==> config.mk <==
export PLATFORM = sky130hd
export DESIGN_NAME = decode_queue
export DESIGN_NICKNAME = d
export VERILOG_FILES = /design/src/rtl/decode_queue.sv
export SDC_FILE = /design/constraint.sdc
export NUM_CORES = 1
export LEC_CHECK = 0
export CORE_ASPECT_RATIO = 0.9
export CORE_MARGIN = 5
export CORE_UTILIZATION = 55
export DETAILED_ROUTE_END_ITERATION = 8
export MAX_ROUTING_LAYER = met4
export PLACE_DENSITY = 0.78
export SKIP_LAST_GASP = 1
export SYNTH_ARGS = -nofsm -noshare
export SYNTH_HDL_FRONTEND = slang
export SYNTH_SLANG_ARGS = --single-unit
==> constraint.sdc <==
create_clock -name clk_in -period 5.69 [get_ports clk_in]
set_input_delay 1.4225 -clock clk_in [delete_from_list [all_inputs] [get_ports clk_in]]
set_output_delay 1.4225 -clock clk_in [all_outputs]
set_load 0.005 [all_outputs]
==> src/rtl/decode_queue.sv <==
// decode_queue: registered RV32I decode plus a DEPTH-entry FIFO between fetch
// and dispatch. Each accepted {pc, inst} word is decoded combinationally and
// written to the tail slot. Dispatch reads the decoded head slot.
module decode_queue #(
    parameter int DEPTH  = 4,
    parameter int PTR_W  = 2,
    parameter int ADDR_W = 32
) (
    input  logic              clk_in,
    input  logic              rst_in,
    input  logic              rdy_in,
    input  logic              flush,
    input  logic              in_valid,
    input  logic [ADDR_W-1:0] in_pc,
    input  logic [31:0]       in_inst,
    output logic              in_ready,
    output logic              out_valid,
    input  logic              out_pop,
    output logic [ADDR_W-1:0] out_pc,
    output logic [5:0]        out_opt,
    output logic [4:0]        out_rd,
    output logic [4:0]        out_rs1,
    output logic [4:0]        out_rs2,
    output logic [31:0]       out_imm,
    output logic              out_is_ls,
    output logic              out_is_br,
    output logic              out_illegal,
    output logic [PTR_W:0]    count
);

    typedef enum logic [5:0] {
        OPT_NONE  = 6'd0,
        OPT_LUI   = 6'd1,  OPT_AUIPC = 6'd2,  OPT_JAL   = 6'd3,  OPT_JALR  = 6'd4,
        OPT_BEQ   = 6'd5,  OPT_BNE   = 6'd6,  OPT_BLT   = 6'd7,  OPT_BGE   = 6'd8,
        OPT_BLTU  = 6'd9,  OPT_BGEU  = 6'd10,
        OPT_LB    = 6'd11, OPT_LH    = 6'd12, OPT_LW    = 6'd13, OPT_LBU   = 6'd14,
        OPT_LHU   = 6'd15,
        OPT_SB    = 6'd16, OPT_SH    = 6'd17, OPT_SW    = 6'd18,
        OPT_ADDI  = 6'd19, OPT_SLTI  = 6'd20, OPT_SLTIU = 6'd21, OPT_XORI  = 6'd22,
        OPT_ORI   = 6'd23, OPT_ANDI  = 6'd24, OPT_SLLI  = 6'd25, OPT_SRLI  = 6'd26,
        OPT_SRAI  = 6'd27,
        OPT_ADD   = 6'd28, OPT_SUB   = 6'd29, OPT_SLL   = 6'd30, OPT_SLT   = 6'd31,
        OPT_SLTU  = 6'd32, OPT_XOR   = 6'd33, OPT_SRL   = 6'd34, OPT_SRA   = 6'd35,
        OPT_OR    = 6'd36, OPT_AND   = 6'd37
    } opt_e;

    typedef struct packed {
        logic [ADDR_W-1:0] pc;
        opt_e              opt;
        logic [4:0]        rd;
        logic [4:0]        rs1;
        logic [4:0]        rs2;
        logic [31:0]       imm;
        logic              is_ls;
        logic              is_br;
        logic              illegal;
    } entry_t;

    localparam logic [PTR_W:0] FULL = (PTR_W+1)'(DEPTH);

    // Instruction fields and immediate formats
    logic [6:0]  opc;
    logic [2:0]  f3;
    logic [6:0]  f7;
    logic [31:0] imm_i, imm_s, imm_b, imm_u, imm_j, imm_sh;

    assign opc    = in_inst[6:0];
    assign f3     = in_inst[14:12];
    assign f7     = in_inst[31:25];
    assign imm_i  = {{20{in_inst[31]}}, in_inst[31:20]};
    assign imm_s  = {{20{in_inst[31]}}, in_inst[31:25], in_inst[11:7]};
    assign imm_b  = {{19{in_inst[31]}}, in_inst[31], in_inst[7], in_inst[30:25], in_inst[11:8], 1'b0};
    assign imm_u  = {in_inst[31:12], 12'b0};
    assign imm_j  = {{11{in_inst[31]}}, in_inst[31], in_inst[19:12], in_inst[20], in_inst[30:21], 1'b0};
    assign imm_sh = {27'b0, in_inst[24:20]};

    entry_t dec;

    logic [PTR_W-1:0] head, tail;
    entry_t           mem [DEPTH];
    logic             push, pop;

    assign in_ready  = (count != FULL);
    assign out_valid = (count != '0);
    assign push      = in_valid & in_ready;
    assign pop       = out_pop & out_valid;

    // Decode the incoming word; unknown encodings zero every field and flag illegal
    always_comb begin
        dec         = '0;
        dec.pc      = in_pc;
        dec.opt     = OPT_NONE;
        case (opc)
            7'b0110111: begin dec.opt = OPT_LUI;   dec.rd = in_inst[11:7]; dec.imm = imm_u; end
            7'b0010111: begin dec.opt = OPT_AUIPC; dec.rd = in_inst[11:7]; dec.imm = imm_u; end
            7'b1101111: begin dec.opt = OPT_JAL;   dec.rd = in_inst[11:7]; dec.imm = imm_j; end
            7'b1100111: begin
                dec.opt = OPT_JALR; dec.rd = in_inst[11:7]; dec.rs1 = in_inst[19:15]; dec.imm = imm_i;
                if (f3 != 3'b000) dec.illegal = 1'b1;
            end
            7'b1100011: begin
                dec.rs1 = in_inst[19:15]; dec.rs2 = in_inst[24:20]; dec.imm = imm_b; dec.is_br = 1'b1;
                case (f3)
                    3'b000:  dec.opt = OPT_BEQ;
                    3'b001:  dec.opt = OPT_BNE;
                    3'b100:  dec.opt = OPT_BLT;
                    3'b101:  dec.opt = OPT_BGE;
                    3'b110:  dec.opt = OPT_BLTU;
                    3'b111:  dec.opt = OPT_BGEU;
                    default: dec.illegal = 1'b1;
                endcase
            end
            7'b0000011: begin
                dec.rd = in_inst[11:7]; dec.rs1 = in_inst[19:15]; dec.imm = imm_i; dec.is_ls = 1'b1;
                case (f3)
                    3'b000:  dec.opt = OPT_LB;
                    3'b001:  dec.opt = OPT_LH;
                    3'b010:  dec.opt = OPT_LW;
                    3'b100:  dec.opt = OPT_LBU;
                    3'b101:  dec.opt = OPT_LHU;
                    default: dec.illegal = 1'b1;
                endcase
            end
            7'b0100011: begin
                dec.rs1 = in_inst[19:15]; dec.rs2 = in_inst[24:20]; dec.imm = imm_s; dec.is_ls = 1'b1;
                case (f3)
                    3'b000:  dec.opt = OPT_SB;
                    3'b001:  dec.opt = OPT_SH;
                    3'b010:  dec.opt = OPT_SW;
                    default: dec.illegal = 1'b1;
                endcase
            end
            7'b0010011: begin
                dec.rd = in_inst[11:7]; dec.rs1 = in_inst[19:15]; dec.imm = imm_i;
                case (f3)
                    3'b000: dec.opt = OPT_ADDI;
                    3'b010: dec.opt = OPT_SLTI;
                    3'b011: dec.opt = OPT_SLTIU;
                    3'b100: dec.opt = OPT_XORI;
                    3'b110: dec.opt = OPT_ORI;
                    3'b111: dec.opt = OPT_ANDI;
                    3'b001: begin
                        dec.opt = OPT_SLLI; dec.imm = imm_sh;
                        if (f7 != 7'b0) dec.illegal = 1'b1;
                    end
                    default: begin
                        dec.opt = f7[5] ? OPT_SRAI : OPT_SRLI; dec.imm = imm_sh;
                        if ({f7[6], f7[4:0]} != 6'b0) dec.illegal = 1'b1;
                    end
                endcase
            end
            7'b0110011: begin
                dec.rd = in_inst[11:7]; dec.rs1 = in_inst[19:15]; dec.rs2 = in_inst[24:20];
                if (f7 == 7'h00) begin
                    case (f3)
                        3'b000:  dec.opt = OPT_ADD;
                        3'b001:  dec.opt = OPT_SLL;
                        3'b010:  dec.opt = OPT_SLT;
                        3'b011:  dec.opt = OPT_SLTU;
                        3'b100:  dec.opt = OPT_XOR;
                        3'b101:  dec.opt = OPT_SRL;
                        3'b110:  dec.opt = OPT_OR;
                        default: dec.opt = OPT_AND;
                    endcase
                end else if (f7 == 7'h20 && f3 == 3'b000) begin
                    dec.opt = OPT_SUB;
                end else if (f7 == 7'h20 && f3 == 3'b101) begin
                    dec.opt = OPT_SRA;
                end else begin
                    dec.illegal = 1'b1;
                end
            end
            default: dec.illegal = 1'b1;
        endcase
        if (dec.illegal) begin
            dec.opt   = OPT_NONE;
            dec.rd    = '0;
            dec.rs1   = '0;
            dec.rs2   = '0;
            dec.imm   = '0;
            dec.is_ls = 1'b0;
            dec.is_br = 1'b0;
        end
    end

    // Queue pointers and occupancy; reset beats the enable, flush beats push/pop
    always_ff @(posedge clk_in) begin
        if (rst_in) begin
            head  <= '0;
            tail  <= '0;
            count <= '0;
        end else if (rdy_in) begin
            if (flush) begin
                head  <= '0;
                tail  <= '0;
                count <= '0;
            end else begin
                if (push) tail <= tail + 1'b1;
                if (pop)  head <= head + 1'b1;
                case ({push, pop})
                    2'b10:   count <= count + 1'b1;
                    2'b01:   count <= count - 1'b1;
                    default: count <= count;
                endcase
            end
        end
    end

    // Entry storage is not reset; only slots between head and tail are meaningful
    always_ff @(posedge clk_in) begin
        if (!rst_in && rdy_in && !flush && push) mem[tail] <= dec;
    end

    entry_t head_e;
    assign head_e      = mem[head];
    assign out_pc      = head_e.pc;
    assign out_opt     = head_e.opt;
    assign out_rd      = head_e.rd;
    assign out_rs1     = head_e.rs1;
    assign out_rs2     = head_e.rs2;
    assign out_imm     = head_e.imm;
    assign out_is_ls   = head_e.is_ls;
    assign out_is_br   = head_e.is_br;
    assign out_illegal = head_e.illegal;

endmodule

==> results of run 1 <==
-- layout make-up --
class | count | area (sq um)
Fill cell | 1692 | 8430
Sequential cell | 361 | 10800
Clock buffer | 45 | 956
Inverter | 8 | 30.0
Tap cell | 348 | 435
Timing Repair Buffer | 177 | 1800
Clock inverter | 17 | 110
Multi-Input combinational cell | 361 | 3610
-- sequential cells by signal, indices dropped and copies added, names as in the netlist, named ones only --
signal  cells
mem       352
tail        2
head        2
count       3
-- power by group through the flow --
stage | Clock, W | Combinational, W | Sequential [W]
after global placement | 0 | 0.000219 | 0.00297
after CTS | 0.00220 | 0.000221 | 0.00292
final | 0.00214 | 0.000221 | 0.00292
after detailed placement | 0 | 0.000220 | 0.00297
after floorplan | 0 | 0.0000895 | 0.00297
after global routing | 0.00233 | 0.000237 | 0.00292
-- per-stage QoR --
stage / area [sq um] / cells / utilization, % / hold WS (ns)
after floorplan: 14600 / 779 / - / 0.495
after global placement: 16600 / 1255 / 63.6 / 0.520
after detailed placement: 16600 / 1255 / 63.6 / 0.528
after CTS: 17700 / 1317 / 67.7 / 0.536
after global routing: 17700 / 1317 / 67.7 / 0.591
final: 17700 / 1317 / 67.7 / 0.540
-- cells in the mapped netlist (all sizes together), types with 2 or more instances --
| library cell | number |
|---|---|
| and2 | 5 |
| o21a | 3 |
| a211o | 2 |
| and3b | 2 |
| inv | 8 |
| a211oi | 13 |
| ha | 4 |
| a21oi | 15 |
| a31oi | 11 |
| nor3 | 24 |
| o21ai | 20 |
| xor2 | 2 |
| buf | 17 |
| clkbuf | 32 |
| nor4b | 7 |
| a21o | 4 |
| nor2 | 36 |
| nand2b | 11 |
| dfxtp | 9 |
| o211ai | 3 |
| nor4 | 4 |
| edfxtp | 352 |
| and3 | 2 |
| nand3 | 11 |
| nand2 | 48 |
| mux4 | 88 |
| a22oi | 13 |
| o211a | 2 |
| and4 | 2 |
| nor2b | 5 |
| o22ai | 2 |
-- tightest hold or removal path, delay by kind of cell, from the launching register on --
family	cells	cell delay (ns)
compound gates	1	0.06
flops	1	0.35
simple gates	1	0.08
-- per-layer routing --
layer	vias up	GRT usage (%)	part of all wire, %
met3	64	4.65	8.7
met5	-	-	0
met1	4031	29.5	40
met2	368	34.1	48
met4	0	6.00	2.7
li1	3522	-	-
-- cells by family (layout without fill, tap and decap cells) --
family,count (synthesis),after routing,share of synthesized area (%)
muxes,89,89,13.6
adders and majority gates,5,5,0.480
buffers and inverters,57,247,1.65
xor gates and xnor gates,3,3,0.180
and+or+nand+nor,165,165,5.87
AOI/OAI and AO/OA,99,99,4.52
DFF,361,361,73.6
-- cells in the final DEF, fill, tap and decap left out, types with 8 or more instances in the layout --
cell type and count:
a211oi_1 13, a21oi_1 15, a22oi_1 13, a31oi_1 11, buf_4 10, clkbuf_1 8, clkbuf_16 37, clkdlybuf4s50_1 162
clkinv_2 8, edfxtp_1 352, inv_1 8, mux4_2 88, nand2_1 48, nand2b_1 11, nand3_1 11, nor2_1 36
nor3_1 23, o21ai_0 18
-- final timing paths --
| check | start | endpoint | cells past startpoint |
|---|---|---|---|
| max reg2reg | count[0]$_SDFFE_PP0P_ | mem[2][12]$_DFFE_PP_ | 5 |
| min | tail[1]$_SDFFE_PP0P_ | tail[1]$_SDFFE_PP0P_ | 2 |
| min reg2reg | tail[1]$_SDFFE_PP0P_ | tail[1]$_SDFFE_PP0P_ | 2 |
| max | flop | out_imm[0] | 3 |
==> qor.txt, run 1 <==
Final Skew = 0.0172 ns
Synth Flop Type = edfxtp_1
RSZ-0062 raised after global routing = false
Unique cell type count in the Yosys netlist = 58
Clk sink count = 361
Register area share after synthesis = 73.6%
I/O pin cnt = 163
Routability Congestion = 0.918
DR DRC count = 0
Gate power share = 4.2%
Status = completed
Vias in the first global route = 8394
Worst Tran Pin Value = 0.979 ns
CP max stage delay = 0.84 ns
Largest cells by area after synthesis = edfxtp_1 (72%), mux4_2 (14%), dfxtp_1 (1.2%), nand2_1 (1.2%), nor2_1 (0.93%)
Share of cells above drive strength 1 = 17.1%
Starting density of the core = 55.9%
Yosys top cell area share = 72.4%
CP top delay family = buffers and inverters
Min Tclk post-route = 4.29 ns
Crit-path slowest cell = dfxtp_4
Die Y = 165 um
Die area = 0.0299 sq mm
CTS Buf Count = 37
Async SR Flop Fraction = 0%
Maxcap violations = 0
Diode count = 0
Clk Latency, worst-skew pair = 0.51 ns
DR vias/cell = 6.06
Largest net degree at the start of global routing = 60
Pins Over Slew Limit = 0
Setup tns final = 0 ns
Final Hold Fails = 0
Area Overhead vs Synth = 21.3%
Pwr dens = 298 mW/mm^2
Place WS = 1.07 ns
Grt ovf = 0
Largest area contributor in the netlist = edfxtp_1
Fin crit share = 75.5%
Post-CTS Resized = 0
R2r setup slk = 3.05 ns
# H-tree levels = 2
Drt pass-1 iters = 6
Postcts setup bufs = 0
Clk pwr share = 40.6%
Maximum vdd drop = 0.275 mV
Mapped Nets = 854
Synth Register Bits = 361
First-pass GRT wire length = 48600 um
Total GRT Usage = 21.7%
# hold bufs at CTS = 0
Fmax = 233 MHz
Leak = 4.89 nW
Total power = 0.00528 W
# port buffers = 162
Final net count = 1021
Worst Path Buf+Inv = 2
Type of origin of the critical path = flop
WS Path Type = reg2out
CTS Root Cell = clkbuf_16
Required @ worst endpoint = 4.27 ns
Sw power = 0.00102 W
Initial antenna violation count = 0
Via count = 7985
CTS Buffer Depth = 3
Int Power = 0.00426 W
Final antenna-violating net count = 0
Number of flops mapped to enable cells by yosys = 352
Syn_area_per_cell = 18.7 sq um
Post-Syn Area = 0.0146 sq mm
Final WL = 31000 um
Flop pwr share = 55.3%
Critical path cell sequence = buf_12 -> mux4_2 -> clkdlybuf4s50_1
Die Wd = 182 um
WL/cell = 23.5 um
Rel. slew slack = 34.3%
Hold crit path type = reg2reg
Worst-path clk slew = 0.06 ns
Final worst setup slack = 1.40 ns
TritonCTS clock tree = yes
Post-detail-place hpwl = 19500 um
Finish-stage setup viols = 0
Core area = 0.0261 sq mm
Site Rows = 56
Yosys warns = 0
Worst Path Max Fanout = 42
Critical Path AT = 2.87 ns
Synth Instances = 779
Endpoint class of the critical path = output port
Drt first-iter violations = 744
Sw frac = 19.4%
Note: power is estimated with default switching activity, not from simulation.
==> run 2: changes to the inputs <==
- clock period: 5.69 -> 4.45 ns (I/O delays scaled with it)
==> run 2 against run 1 <==
  * Combinational power is 32% higher
  * Non-clock buffer count grew 22
  * Routed wire length up 2.4%
  * Sequential cell count did not move
  * Via count grew 1.6%
  * Sequential power increased by 28%
  * Setup slack worse by 0.53 ns
  * Final cell count increased by 1.9%
  * Die area stayed put
==> qor.txt, run 2 (same netlist as run 1, synthesis figures left out) <==
Status = completed
Die Y = 165 um (unchanged)
Final antenna-violating net count = 0 (unchanged)
CP top delay family = buffers and inverters
Total GRT Usage = 21.9% (+0.22 points)
Leak = 5.04 nW (+3.1%)
R2r setup slk = 2.01 ns (-1.04 ns)
CTS Buffer Depth = 3 (unchanged)
Worst r2r dst = mem[3][56]$_DFFE_PP_
Pins Over Slew Limit = 0 (unchanged)
Reg2Reg Depth = 5 (unchanged)
Fillers = 1678 (-0.83%)
Total power = 0.00695 W (+32%)
Die area = 0.0299 sq mm (unchanged)
Maxcap violations = 0 (unchanged)
# H-tree levels = 2 (unchanged)
Final net count = 1043 (+2.2%)
Clk sink count = 361 (unchanged)
RSZ-0062 raised after global routing = false
CTS Root Cell = clkbuf_16
Worst-path clk slew = 0.05 ns (about the same)
Fin crit share = 80.6%
Final WL = 31700 um (+2.4%)
Die Wd = 182 um (unchanged)
Cells after DPL = 1277 (+1.8%)
Worst Path Buf+Inv = 2 (unchanged)
Post-detail-place hpwl = 20800 um (+6.3%)
Drt first-iter violations = 669 (-10%)
Worst Path Max Fanout = 26 (-38%)
Type of origin of the critical path = flop
Final Skew = 0.0175 ns (+0.000299 ns)
Hold crit path type = reg2reg
Initial antenna violation count = 0 (unchanged)
Starting density of the core = 55.9% (unchanged)
Crit-path slowest cell = dfxtp_4
Grt ovf = 0 (unchanged)
DR DRC count = 0 (unchanged)
I/O pin cnt = 163 (unchanged)
TritonCTS clock tree = yes
Share of cells above drive strength 1 = 19.0% (+1.9 points)
# port buffers = 162 (unchanged)
Vias in the first global route = 8289 (-1.3%)
Final Hold Fails = 0 (unchanged)
# hold bufs at CTS = 0 (unchanged)
Hold Startpoint = tail[1]$_SDFFE_PP0P_
Most flops, register = mem
Critical path cell sequence = buf_4 -> mux4_2 -> clkdlybuf4s50_1
Final worst setup slack = 0.862 ns (-0.535 ns)
Critical Path AT = 2.48 ns (-0.39 ns)
Max reg flops = 352 (unchanged)
Most frequent cells in the layout = edfxtp_1 (352), clkdlybuf4s50_1 (162), mux4_2 (88), nand2_1 (48), clkbuf_16 (38)
Clk Latency, worst-skew pair = 0.53 ns (+0.02 ns)
Routability Congestion = 0.899 (-2.1%)
Finish-stage setup viols = 0 (unchanged)
Drt pass-1 iters = 5 (-1)
Site Rows = 56 (unchanged)
Worst Tran Pin Value = 0.903 ns (-0.0759 ns)
Worst path depth = 3 (unchanged)
Worst hold margin = 0.531 ns (-0.00872 ns)
DR vias/cell = 6.05 (-0.28%)
Hold EP = tail[1]$_SDFFE_PP0P_
Fmax = 279 MHz
Worst R2R Start = count[0]$_SDFFE_PP0P_
Postcts setup bufs = 0 (unchanged)
Largest registers = mem: 352 flops, count: 3 flops
Min Tclk post-route = 3.59 ns
Area Overhead vs Synth = 23.4%
Hold path cells = 2 (unchanged)
Core area = 0.0261 sq mm (unchanged)
Place WS = 0.413 ns (-0.662 ns)
Pwr dens = 386 mW/mm^2 (+29%)
CP max stage delay = 0.60 ns (-0.24 ns)
Cell Count, Final, Fillers Out = 1342 (+1.9%)
Diode count = 0 (unchanged)
Post-CTS Resized = 0 (unchanged)
Via count = 8114 (+1.6%)
Endpoint class of the critical path = output port
Required @ worst endpoint = 3.34 ns (-0.93 ns)
Rel. slew slack = 39.5% (+5.1 points)
WS Path Type = reg2out
Maximum vdd drop = 0.331 mV (+20%)
First-pass GRT wire length = 48900 um (+0.64%)
WL/cell = 23.6 um (+0.46%)
Commonest non-fill, non-tap cell in the layout = edfxtp_1
Setup tns final = 0 ns (unchanged)
CTS Buf Count = 37 (unchanged)
Largest net degree at the start of global routing = 40 (-33%)
[run 2: cell count changes in the layout (fill, tap and decap cells not counted), moves of 2 or more]
| cell | previous run | this run |
|---|---|---|
| clkbuf_8 | 0 | 4 |
| clkbuf_1 | 8 | 14 |
| inv_6 | 2 | 0 |
| buf_4 | 10 | 28 |
| clkinv_1 | 6 | 2 |
| buf_12 | 5 | 9 |
| clkinv_2 | 8 | 3 |
[run 2: per-stage QoR]
stage / utilization, % / instance area [sq um]
finish: 68.9 / 18000
floorplan: - / 14600
global placement: 64.5 / 16800
CTS: 68.9 / 18000
detailed placement: 64.5 / 16800
global route: 68.9 / 18000
[run 2: cell type report]
cell class	count	area (sq um)	area share [%]
clock inverter	9	96.3	0.535
multi-input combinational	361	3610	20.1
tap	348	435	2.42
inverter	8	30.0	0.167
timing repair buffer	199	2010	11.2
sequential	361	10800	59.7
clock buffer	56	1060	5.88
[run 2: report_power, final]
part	switching (W)	internal (W)	total [W]
Clock	0.00122	0.00171	0.00293
Sequential	0.00000818	0.00372	0.00373
Combinational	0.000143	0.000148	0.000291
[run 2: how the worst max path moves through the flow]
stage | startpoint | endpoint | slack [ns]
finish | flop | out_imm[31] | 0.86
global route | in_inst[12] | mem[2][27]$_DFFE_PP_ | 0.69
CTS | flop | out_imm[31] | 0.80
detailed placement | in_inst[27] | mem[0][11]$_DFFE_PP_ | 0.41
global placement | in_inst[27] | mem[3][11]$_DFFE_PP_ | 0.46
floorplan | rdy_in | mem[2][0]$_DFFE_PP_ | 0.21
[run 2: layer usage]
metal | up-vias | track usage [%] | part of all wire (%)
met5 | - | - | 0
met4 | 0 | 5.59 | 2.2
met3 | 68 | 3.57 | 7.1
met2 | 356 | 33.9 | 48
met1 | 4127 | 31.3 | 43
li1 | 3563 | - | -
[run 2: tightest hold or removal path, delay by kind of cell, from the launching register on]
family	cells	cell delay, ns
DFF	1	0.34
AOI/OAI and AO/OA	1	0.06
and+or+nand+nor	1	0.08
